### src/rtl/stream_ser_pkg.sv
// Shared types and helpers for the byte-stream width-converting serializer.
package stream_ser_pkg;

  localparam int unsigned BYTES_DEFAULT = 4;
  localparam int unsigned BYTES_MAX     = 8;

  typedef logic [7:0] byte_t;

  // One-hot of the lowest set bit; narrower masks are zero-extended by the caller.
  function automatic logic [BYTES_MAX-1:0] lsb_onehot(input logic [BYTES_MAX-1:0] mask);
    return mask & (~mask + BYTES_MAX'(1));
  endfunction

endpackage

### src/rtl/stream_ser_lsb_pick.sv
// Lowest-set-bit priority encoder: index of the lowest set bit and an exactly-one-set flag.
module stream_ser_lsb_pick #(
  parameter int unsigned N     = 4,
  parameter int unsigned IDX_W = $clog2(N)
) (
  input  logic [N-1:0]     mask,
  output logic [IDX_W-1:0] idx,
  output logic             single
);

  // Scan high to low so the lowest set bit wins.
  always_comb begin
    idx = '0;
    for (int i = int'(N) - 1; i >= 0; i--) begin
      if (mask[i]) idx = IDX_W'(i);
    end
  end

  assign single = (mask != '0) && ((mask & (mask - N'(1))) == '0);

endmodule

### src/rtl/stream_serializer.sv
// Serializes BYTES-wide words onto an 8-bit valid/ready stream, LSB first.
// Optional per-byte keep mask enabled by defining STREAM_SER_KEEP_EN.
module stream_serializer
  import stream_ser_pkg::*;
#(
  parameter int unsigned BYTES = BYTES_DEFAULT
) (
  input  logic               clk,
  input  logic               reset,
  input  logic               i_valid_i,
  input  logic [8*BYTES-1:0] i_data_i,
`ifdef STREAM_SER_KEEP_EN
  input  logic [BYTES-1:0]   i_keep_i,
`endif
  output logic               i_ready_o,
  input  logic               e_ready_i,
  output logic               e_valid_o,
  output logic [7:0]         e_data_o,
  output logic               e_last_o
);

  localparam int unsigned W     = 8 * BYTES;
  localparam int unsigned IDX_W = $clog2(BYTES);

  logic [W-1:0]     word_q;
  logic [BYTES-1:0] mask_q;
  logic [BYTES-1:0] mask_load;
  logic [BYTES-1:0] mask_clr;
  logic [IDX_W-1:0] cur;
  logic             single;
  logic             busy;
  logic             i_hs;
  logic             e_hs;

  stream_ser_lsb_pick #(
    .N     (BYTES),
    .IDX_W (IDX_W)
  ) u_pick (
    .mask   (mask_q),
    .idx    (cur),
    .single (single)
  );

  assign busy = |mask_q;

`ifdef STREAM_SER_KEEP_EN
  assign mask_load = i_keep_i;
`else
  assign mask_load = '1;
`endif

  assign mask_clr = mask_q & ~BYTES'(lsb_onehot(BYTES_MAX'(mask_q)));

  assign e_valid_o = busy;
  assign e_last_o  = busy & single;
  // Ready looks through to egress ready so the next word loads as the last byte leaves.
  assign i_ready_o = ~busy | (e_ready_i & e_last_o);

  assign i_hs = i_valid_i & i_ready_o;
  assign e_hs = busy & e_ready_i;

  always_comb begin
    e_data_o = 8'h00;
    for (int i = 0; i < int'(BYTES); i++) begin
      if (busy && (cur == IDX_W'(i))) e_data_o = word_q[8*i +: 8];
    end
  end

  // A load takes priority over clearing the final byte on the same edge.
  always_ff @(posedge clk or posedge reset) begin
    if (reset) begin
      word_q <= '0;
      mask_q <= '0;
    end else if (i_hs) begin
      word_q <= i_data_i;
      mask_q <= mask_load;
    end else if (e_hs) begin
      mask_q <= mask_clr;
    end
  end

endmodule

### config.mk
export PLATFORM = sky130hd
export DESIGN_NAME = stream_serializer
export DESIGN_NICKNAME = d
export VERILOG_FILES = /design/src/rtl/stream_ser_pkg.sv /design/src/rtl/stream_ser_lsb_pick.sv /design/src/rtl/stream_serializer.sv
export SDC_FILE = /design/constraint.sdc
export NUM_CORES = 1
export LEC_CHECK = 0
export CORE_ASPECT_RATIO = 1.2
export CORE_MARGIN = 2
export CORE_UTILIZATION = 48
export CTS_CLUSTER_SIZE = 10
export DETAILED_ROUTE_END_ITERATION = 6
export PLACE_DENSITY = 0.91
export SYNTH_ARGS = -nofsm -noshare
export SYNTH_HDL_FRONTEND = slang
export SYNTH_SLANG_ARGS = --single-unit
### constraint.sdc
create_clock -name clk -period 2.4 [get_ports clk]
set_input_delay 0.48 -clock clk [delete_from_list [all_inputs] [get_ports clk]]
set_output_delay 0.48 -clock clk [all_outputs]
set_load 0.01 [all_outputs]
==> results of run 1 <==
==> worst paths after layout <==
check	startpoint	endpoint	cells past startpoint
min reg2reg	word_q[22]$_DFFE_PP0P_	word_q[22]$_DFFE_PP0P_	1
max reg2reg	mask_q[1]$_DFFE_PP0P_	word_q[9]$_DFFE_PP0P_	7
max	mask_q[3]$_DFFE_PP0P_	e_data_o[1]	6
max in group asynchronous	reset	mask_q[2]$_DFFE_PP0P_	3
min	word_q[22]$_DFFE_PP0P_	word_q[22]$_DFFE_PP0P_	1
min in group asynchronous	reset	word_q[23]$_DFFE_PP0P_	3
==> sequential cells by signal, summed over array words and instances, names as in the netlist <==
register and count:
mask_q 4, word_q 32
==> worst reg2reg max path, stage by stage, from the launching register on <==
cell      delay, ps
dfrtp_2         460
buf_12          150
or3b_1          390
o311a_1         160
buf_4           150
a211oi_4        240
buf_12          240
mux2_1          360
==> cells in the final DEF, fill, tap and decap left out, types with 2 or more instances in the layout <==
cell and n:
clkdlybuf4s50_1 35, dfrtp_1 34, mux2_1 29, buf_4 14, o21ai_0 10, a22oi_1 10
nand2_1 7, dlygate4sd2_1 7, clkbuf_8 5, nand3_1 4, a21oi_1 4, inv_1 3
nor2_1 3, a221o_1 3, mux2_2 3, clkinv_2 2, o31ai_1 2, dfrtp_2 2
clkdlybuf4s15_1 2, buf_12 2
==> Yosys cell counts <==
master    count  area share
a31oi_1       1      0.0036
mux2_2        3       0.019
nand2b_4      1      0.0079
a211oi_4      1       0.012
buf_6         3       0.019
o22a_1        1      0.0050
xnor2_1       1      0.0050
buf_2         1      0.0029
nand2_1       7       0.015
a32oi_1       1      0.0050
or3b_1        2       0.010
a22oi_1      10       0.043
clkbuf_1      5       0.011
a21o_1        1      0.0043
o31ai_1       2      0.0086
buf_1         1      0.0022
o21a_1        1      0.0043
nand3_1       4       0.012
a21oi_1       4       0.012
a221o_1       3       0.017
maj3_1        1      0.0058
mux2_1       29        0.19
nor2_1        4      0.0086
o21ai_0      11       0.032
nor2b_1       2      0.0072
dfrtp_1      36        0.52
nand2b_1      1      0.0036
nor4b_1       1      0.0050
o311a_1       1      0.0058
clkinv_1      1      0.0022
inv_1         3      0.0065
==> routing by layer <==
| layer | track usage | up-vias | share of wire |
|---|---|---|---|
| li1 | - | 648 | - |
| met1 | 0.233 | 663 | 0.38 |
| met2 | 0.348 | 56 | 0.52 |
| met3 | 0.0481 | 16 | 0.060 |
| met4 | 0.104 | 0 | 0.039 |
| met5 | 0 | - | 0 |
==> kinds of logic (layout without fill, tap and decap cells) <==
group | after synthesis | after routing | share of synthesized area
AOI/OAI and AO/OA | 37 | 37 | 0.152
xor gates and xnor gates | 1 | 1 | 0.00503
adders and majority gates | 1 | 1 | 0.00575
buffers and inverters | 14 | 74 | 0.0438
DFF | 36 | 36 | 0.518
muxes | 32 | 32 | 0.207
and+or+nand+nor | 22 | 22 | 0.0690
==> power by group through the flow <==
stage	Combinational, mW	Clock, mW	Sequential, mW
6_report	1.61	0.512	1.13
5_1_grt	1.75	0.555	1.16
4_1_cts	1.57	0.519	1.12
3_5_place_dp	1.57	0	1.14
3_3_place_gp	1.52	0	1.11
2_1_floorplan	1.01	0	1.03
==> per-stage QoR <==
stage	hold slack [ps]	TNS, ps	setup WS, ps
after detailed placement	475	-9050	-381
after global routing	513	0	9.77
after global placement	468	-6320	-265
after floorplan	458	0	247
final	487	0	81.9
after CTS	490	0	25.1
==> final cells by class <==
type	count	area, µm²	share of cell area
inverter	4	16.3	0.00664
multi-input combinational	93	777	0.317
clock buffer	6	72.6	0.0296
clock inverter	2	35.0	0.0143
tap	37	46.3	0.0189
sequential	36	903	0.369
timing repair buffer	62	601	0.245
==> timing repair <==
item                                    CTS  global route
pin swaps                                 0             0
endpoints found under the setup margin   11             4
resized for setup                        18             5
hold endpoints to repair                  0             0
buffers inserted                          4             2
==> results.cfg, run 1 <==
[sta]
maxSlewHeadroom = 0.710
slew_violations = 0
fin_crit_ps = 2320
rsz0062_at_grt = no
fmax_mhz = 431
min_period_over_period = 0.966
finClkSkew_ps = 7.16
finalHoldViolCount = 0
setup_violations = 0
tightest_slew_ps = 435

[outcome]
failed_checks = design-rule violations
outcome = finished with violations

[finish]
fillCellCount = 237
layout.nets = 238
postLayoutCoreUtil = 0.722
final_cells = 240
area_growth_pct = 40.8
drive_above_1_share = 0.177
fin_area_mm2 = 0.00245
n_antenna_cell = 0

[critical_path]
crit_path_max_incr_delay_ps = 400
cp.arrival_ps = 1840
required_ps = 1920
cpLargestDelayFamily = buffers and inverters
end_kind = primary output
crit_type = reg -> out
cp_num_buf_inv = 4
ff2ff_setup_slack_ps = 130
critPathSlowestCell = dfrtp_1
worstSetupStartpointType = flop
cpMostUsedCell = buf_4
crit_fanout = 4
worstPathCellList = nor4b_2, buf_4, buf_4, buf_4, a221o_1, clkdlybuf4s15_1

[synthesis]
postSynthCellCount = 143
synth_seq_cells = 36
synth_area_per_cell_um2 = 12.2
syn_area_mm2 = 0.00174
seq_area_frac_synth = 0.518
yosysWarnings = 0
synth_cell_types = 31
synth_fp_nets = 179

[place]
dpl_cell_area_mm2 = 0.00227
dp_hpwl_mm = 2.83
portBuffers = 46
gp_congestion = 0.756
placed_cells = 226

[pwr]
comb_power_share = 0.496
p_seq_frac = 0.347
power.density_mw_per_mm2 = 1330
leakage_nw = 1.05
internal_power_mw = 2.10
total_power_mw = 3.25
power_switching_mw = 1.15
peakVddDrop_mv = 0.727
clockPowerShare = 0.157
switching_share = 0.354

[routing]
drtIter0Drc = 49
routed_wl_mm = 4.05
ant_nets = 0
drc = 2
vias = 1383
first_pass_iters = 6
wl_per_cell_um = 16.9
vias_per_cell = 5.76

[floorplan]
start_util = 0.513
die_y_um = 70.0
die_area_mm2 = 0.00413
coreArea_mm2 = 0.00340
ioPinCount = 47
row_count = 23
die_w_um = 59.0

[grt]
grt-ovfl-total = 0
first_global_vias = 1400
grt_antenna_before_repair = 0
grt_pass1_wl_mm = 6.40
grt_max_degree = 37
grtUsageTotal = 0.205

[hold_path]
hold_class = reg -> reg

[clocking]
hold_buffers = 0
cts_max_path_buffers = 2
cts_tree = done
clkLatencyLatePin_ps = 290
clk_pin_slew_ps = 70
cts_max_level = 2
clock-sinks = 36
cts_buffers = 5
cts-root-buf = clkbuf_8

[run]
maxCapViolCount = 0
(Power assumes the default switching activity.)
==> run 2: changes to the inputs <==
==> constraint.sdc (replaced) <==
create_clock -name clk -period 2.4 [get_ports clk]
set_input_delay 0.36 -clock clk [delete_from_list [all_inputs] [get_ports clk]]
set_output_delay 0.36 -clock clk [all_outputs]
set_load 0.01 [all_outputs]
==> results.cfg, run 2 (synthesis gave the netlist of run 1 again) <==
[sta]
rsz0062_at_grt = no
finClkSkew_ps = 3.63
fin_crit_ps = 2320
min_period_over_period = 0.966
slew_violations = 0
setup_violations = 0
finalHoldViolCount = 0
final.setup.tns_ps = 0
fmax_mhz = 431
layout_setup_ws_ps = 81.6
holdWs_ps = 480
maxSlewHeadroom = 0.705
tightest_slew_ps = 443

[finish]
layout.nets = 235
drive_above_1_share = 0.156
layout_commonest_cell = clkdlybuf4s50_1
n_antenna_cell = 0
reg_top3 = word_q (32), mask_q (4)
largest_register = word_q
largest_reg_flops = 32
fillCellCount = 242
final_cell_mix = clkdlybuf4s50_1, dfrtp_1, mux2_1
final_cells = 236
area_growth_pct = 38.0

[outcome]
outcome = finished with violations
failed_checks = design-rule violations

[pwr]
power.density_mw_per_mm2 = 1300
peakVddDrop_mv = 0.661
clockPowerShare = 0.127
leakage_nw = 1.05
internal_power_mw = 2.00
p_seq_frac = 0.363
switching_share = 0.363
power_switching_mw = 1.14
comb_power_share = 0.510
total_power_mw = 3.13

[clocking]
clock-sinks = 36
cts_max_level = 2
clk_pin_slew_ps = 70
cts_max_path_buffers = 2
cts-root-buf = clkbuf_8
cts_tree = done
hold_buffers = 0
clkLatencyLatePin_ps = 290
cts_buffers = 5

[floorplan]
coreArea_mm2 = 0.00340
ioPinCount = 47
die_w_um = 59.0
row_count = 23
die_y_um = 70.0
die_area_mm2 = 0.00413
start_util = 0.513

[grt]
first_global_vias = 1446
grt-ovfl-total = 0
grt_antenna_before_repair = 0
grt_pass1_wl_mm = 6.70
grt_max_degree = 37
grtUsageTotal = 0.220

[critical_path]
worstSetupStartpointType = flop
cpMostUsedCell = buf_4
required_ps = 2040
worstPathCellList = buf_4, buf_4, nand2_1, a21oi_1, a221o_1, clkdlybuf4s50_1
crit_fanout = 9
end_kind = primary output
crit_path_max_incr_delay_ps = 480
r2r_end = word_q[12]$_DFFE_PP0P_
ff2ff_setup_slack_ps = 210
crit_type = reg -> out
rr_startpoint = mask_q[1]$_DFFE_PP0P_
r2r_cells = 6
cp.arrival_ps = 1960
critPathSlowestCell = clkdlybuf4s50_1

[place]
dp_hpwl_mm = 2.95
portBuffers = 46
placed_cells = 224
gp_congestion = 0.778
dp_slack_ps = -181

[hold_path]
hold_class = in -> async

[routing]
ant_nets = 0
drc = 2
drtIter0Drc = 88
wl_per_cell_um = 17.3
first_pass_iters = 6
vias = 1381
routed_wl_mm = 4.09
vias_per_cell = 5.85

[run]
maxCapViolCount = 0
## run 2: changes by cell type in the layout (fill, tap and decap cells not counted), moves of 2 or more
cell,before,now
dlymetal6s2s_1,1,4
clkdlybuf4s50_1,35,39
clkdlybuf4s15_1,2,0
dlygate4sd2_1,7,3
buf_4,14,12
## run 2: repair_timing
item	CTS	global route
buffers inserted	4	1
pin swaps	0	0
setup endpoints to repair	10	6
gates resized for setup	8	7
## run 2: final cells by class
class	instances	area, µm²	share of cell area
multi-input combinational	93	779	0.325
timing repair buffer	59	577	0.240
tap	37	46.3	0.0193
clock inverter	1	5.00	0.00208
inverter	4	16.3	0.00677
clock buffer	6	72.6	0.0302
sequential	36	905	0.377
## run 2: worst max-delay path: cells and delay by family, from the launching register on
family                 cells  cell delay [ps]
DFF                        1              470
AOI/OAI and AO/OA          2              340
buffers and inverters      3              790
and+or+nand+nor            1               70
## run 2: layer usage
layer,GRT usage,vias to the layer above,share of wire
met3,0.0667,14,0.070
met5,0,-,0
met4,0.121,0,0.035
li1,-,634,-
met2,0.351,56,0.52
met1,0.257,677,0.37
## run 2: stage by stage
stage	cell area [µm²]	utilization
after detailed placement	2260	0.665
after floorplan	1740	-
after CTS	2380	0.700
after global placement	2260	0.665
after global routing	2400	0.707
final	2400	0.707
## run 2: how the worst max path moves through the flow
stage | start | endpoint | slack [ps] | cells past startpoint
2_1_floorplan | mask_q[1]$_DFFE_PP0P_ | word_q[10]$_DFFE_PP0P_ | 360 | 6
3_3_place_gp | e_ready_i | i_ready_o | -110 | 5
3_5_place_dp | e_ready_i | i_ready_o | -180 | 5
4_1_cts | mask_q[3]$_DFFE_PP0P_ | e_data_o[7] | 10 | 5
5_1_grt | mask_q[1]$_DFFE_PP0P_ | e_data_o[1] | 10 | 6
6_report | mask_q[1]$_DFFE_PP0P_ | e_data_o[1] | 80 | 6
## run 2: power groups by stage
stage               logic, mW  registers, mW  clock network, mW
finish                   1.60           1.14              0.398
global route             1.75           1.17              0.442
CTS                      1.60           1.12              0.411
detailed placement       1.56           1.14                  0
global placement         1.49           1.11                  0
floorplan                1.01           1.03                  0
==> run 3: changes to the inputs <==
--- a/config.mk
+++ b/config.mk
@@ -8,9 +8,10 @@
 export CORE_ASPECT_RATIO = 1.2
 export CORE_MARGIN = 2
 export CORE_UTILIZATION = 48
+export CTS_CLUSTER_DIAMETER = 120
 export CTS_CLUSTER_SIZE = 10
 export DETAILED_ROUTE_END_ITERATION = 6
-export PLACE_DENSITY = 0.91
+export PLACE_DENSITY = 0.77
 export SYNTH_ARGS = -nofsm -noshare
 export SYNTH_HDL_FRONTEND = slang
 export SYNTH_SLANG_ARGS = --single-unit
==> results.cfg, run 3 (synthesis gave the netlist of run 1 again) <==
[critical_path]
required_ps = 2040
cpLargestDelayFamily = buffers and inverters
crit_path_max_incr_delay_ps = 530
worstPathCellList = nor4b_2, buf_4, a221o_1, clkdlybuf4s50_1
end_kind = primary output
critPathSlowestCell = clkdlybuf4s50_1
cp.arrival_ps = 1960
worstSetupStartpointType = flop
cp_num_buf_inv = 2
crit_fanout = 9
crit_type = reg -> out

[finish]
final_cell_mix = clkdlybuf4s50_1, dfrtp_1, mux2_1
seqCellArea_um2 = 903
reg_top3 = word_q (32), mask_q (4)
layout_commonest_cell = clkdlybuf4s50_1
fillCellCount = 272
layout.nets = 232
multi_input_area_um2 = 774
n_antenna_cell = 0
fin_area_mm2 = 0.00238
largest_register = word_q
largest_reg_flops = 32
drive_above_1_share = 0.147
area_growth_pct = 37.0

[run]
maxCapViolCount = 0

[clocking]
clk_pin_slew_ps = 70
clock-sinks = 36
cts_buffers = 5
cts_max_level = 2
cts_max_path_buffers = 2
cts-root-buf = clkbuf_8
clkLatencyLatePin_ps = 290
cts_tree = done

[routing]
topRoutingLayerUsed = met4
vias_per_cell = 5.73
wl_met1_mm = 1.61
wl_per_cell_um = 17.2
routed-wl-met2_mm = 2.08
drc = 2
vias = 1340
ant_nets = 0
first_pass_iters = 6
wl_met3_um = 193
drtIter0Drc = 63
routed_wl_mm = 4.02

[grt]
grtUsageTotal = 0.225
grt-ovfl-total = 0
grt_max_degree = 37
first_global_vias = 1483
grt_antenna_before_repair = 0
grt_pass1_wl_mm = 6.85

[sta]
final.setup.tns_ps = 0
tightest_slew_ps = 455
finClkSkew_ps = 5.05
min_period_over_period = 0.967
maxSlewHeadroom = 0.697
slew_violations = 0
finalHoldViolCount = 0
layout_setup_ws_ps = 78.9
setup_violations = 0
fin_crit_ps = 2320
rsz0062_at_grt = no
fmax_mhz = 431
holdWs_ps = 470

[pwr]
leakage_nw = 1.03
power.density_mw_per_mm2 = 1300
peakVddDrop_mv = 0.748

[place]
gp_congestion = 0.767
dp_hpwl_mm = 2.92
dp_slack_ps = -138
dpl_cell_area_mm2 = 0.00227
portBuffers = 46

[hold_path]
hold_class = in -> async

[outcome]
outcome = finished with violations
failed_checks = design-rule violations

[floorplan]
start_util = 0.513
ioPinCount = 47
die_w_um = 59.0
die_area_mm2 = 0.00413
coreArea_mm2 = 0.00340
row_count = 23
die_y_um = 70.0
-- run 3: timing repair --
item                                    CTS  global route
resized for setup                         8             6
endpoints found under the setup margin   10             4
setup buffers                             1             0
hold buffers                              0             0
-- run 3: worst paths after layout --
check / startpoint / end / slack, ps / cells after the start
worst min-delay path: reset / word_q[11]$_DFFE_PP0P_ / 470 / 3
worst max-delay path: mask_q[1]$_DFFE_PP0P_ / e_data_o[1] / 80 / 4
worst min register to register: word_q[16]$_DFFE_PP0P_ / word_q[16]$_DFFE_PP0P_ / 490 / 1
worst max register to register: mask_q[3]$_DFFE_PP0P_ / word_q[30]$_DFFE_PP0P_ / 320 / 5
max in group asynchronous: reset / mask_q[3]$_DFFE_PP0P_ / 1580 / 3
min in group clk: word_q[16]$_DFFE_PP0P_ / word_q[16]$_DFFE_PP0P_ / 490 / 1
-- run 3: routing by layer --
metal / vias to the layer above / GRT usage
met2: 42 / 0.357
li1: 628 / -
met3: 12 / 0.0444
met4: 0 / 0.126
met1: 658 / 0.279
met5: - / 0
-- run 3: tightest hold or removal path, delay by kind of cell --
family,cells,cell delay [ps]
buffers and inverters,3,830
-- run 3: cell type report --
class | count | area share
multi-input combinational | 93 | 0.325
timing repair buffer | 56 | 0.231
clock buffer | 6 | 0.0346
sequential | 36 | 0.379
inverter | 4 | 0.00735
clock inverter | 2 | 0.00420
tap | 37 | 0.0194
-- run 3: per-stage QoR --
step / power [mW] / utilization / instances
floorplan: 2.03 / - / 143
global placement: 2.62 / 0.667 / 225
detailed placement: 2.71 / 0.667 / 225
CTS: 3.15 / 0.698 / 234
global route: 3.35 / 0.702 / 234
finish: 3.11 / 0.702 / 234
-- run 3: power by group --
part	internal, mW	leakage, nW	switching (mW)
Sequential	0.922	0.424	0.202
Clock	0.229	0.0510	0.215
Combinational	0.827	0.559	0.716
Total	1.98	1.03	1.13
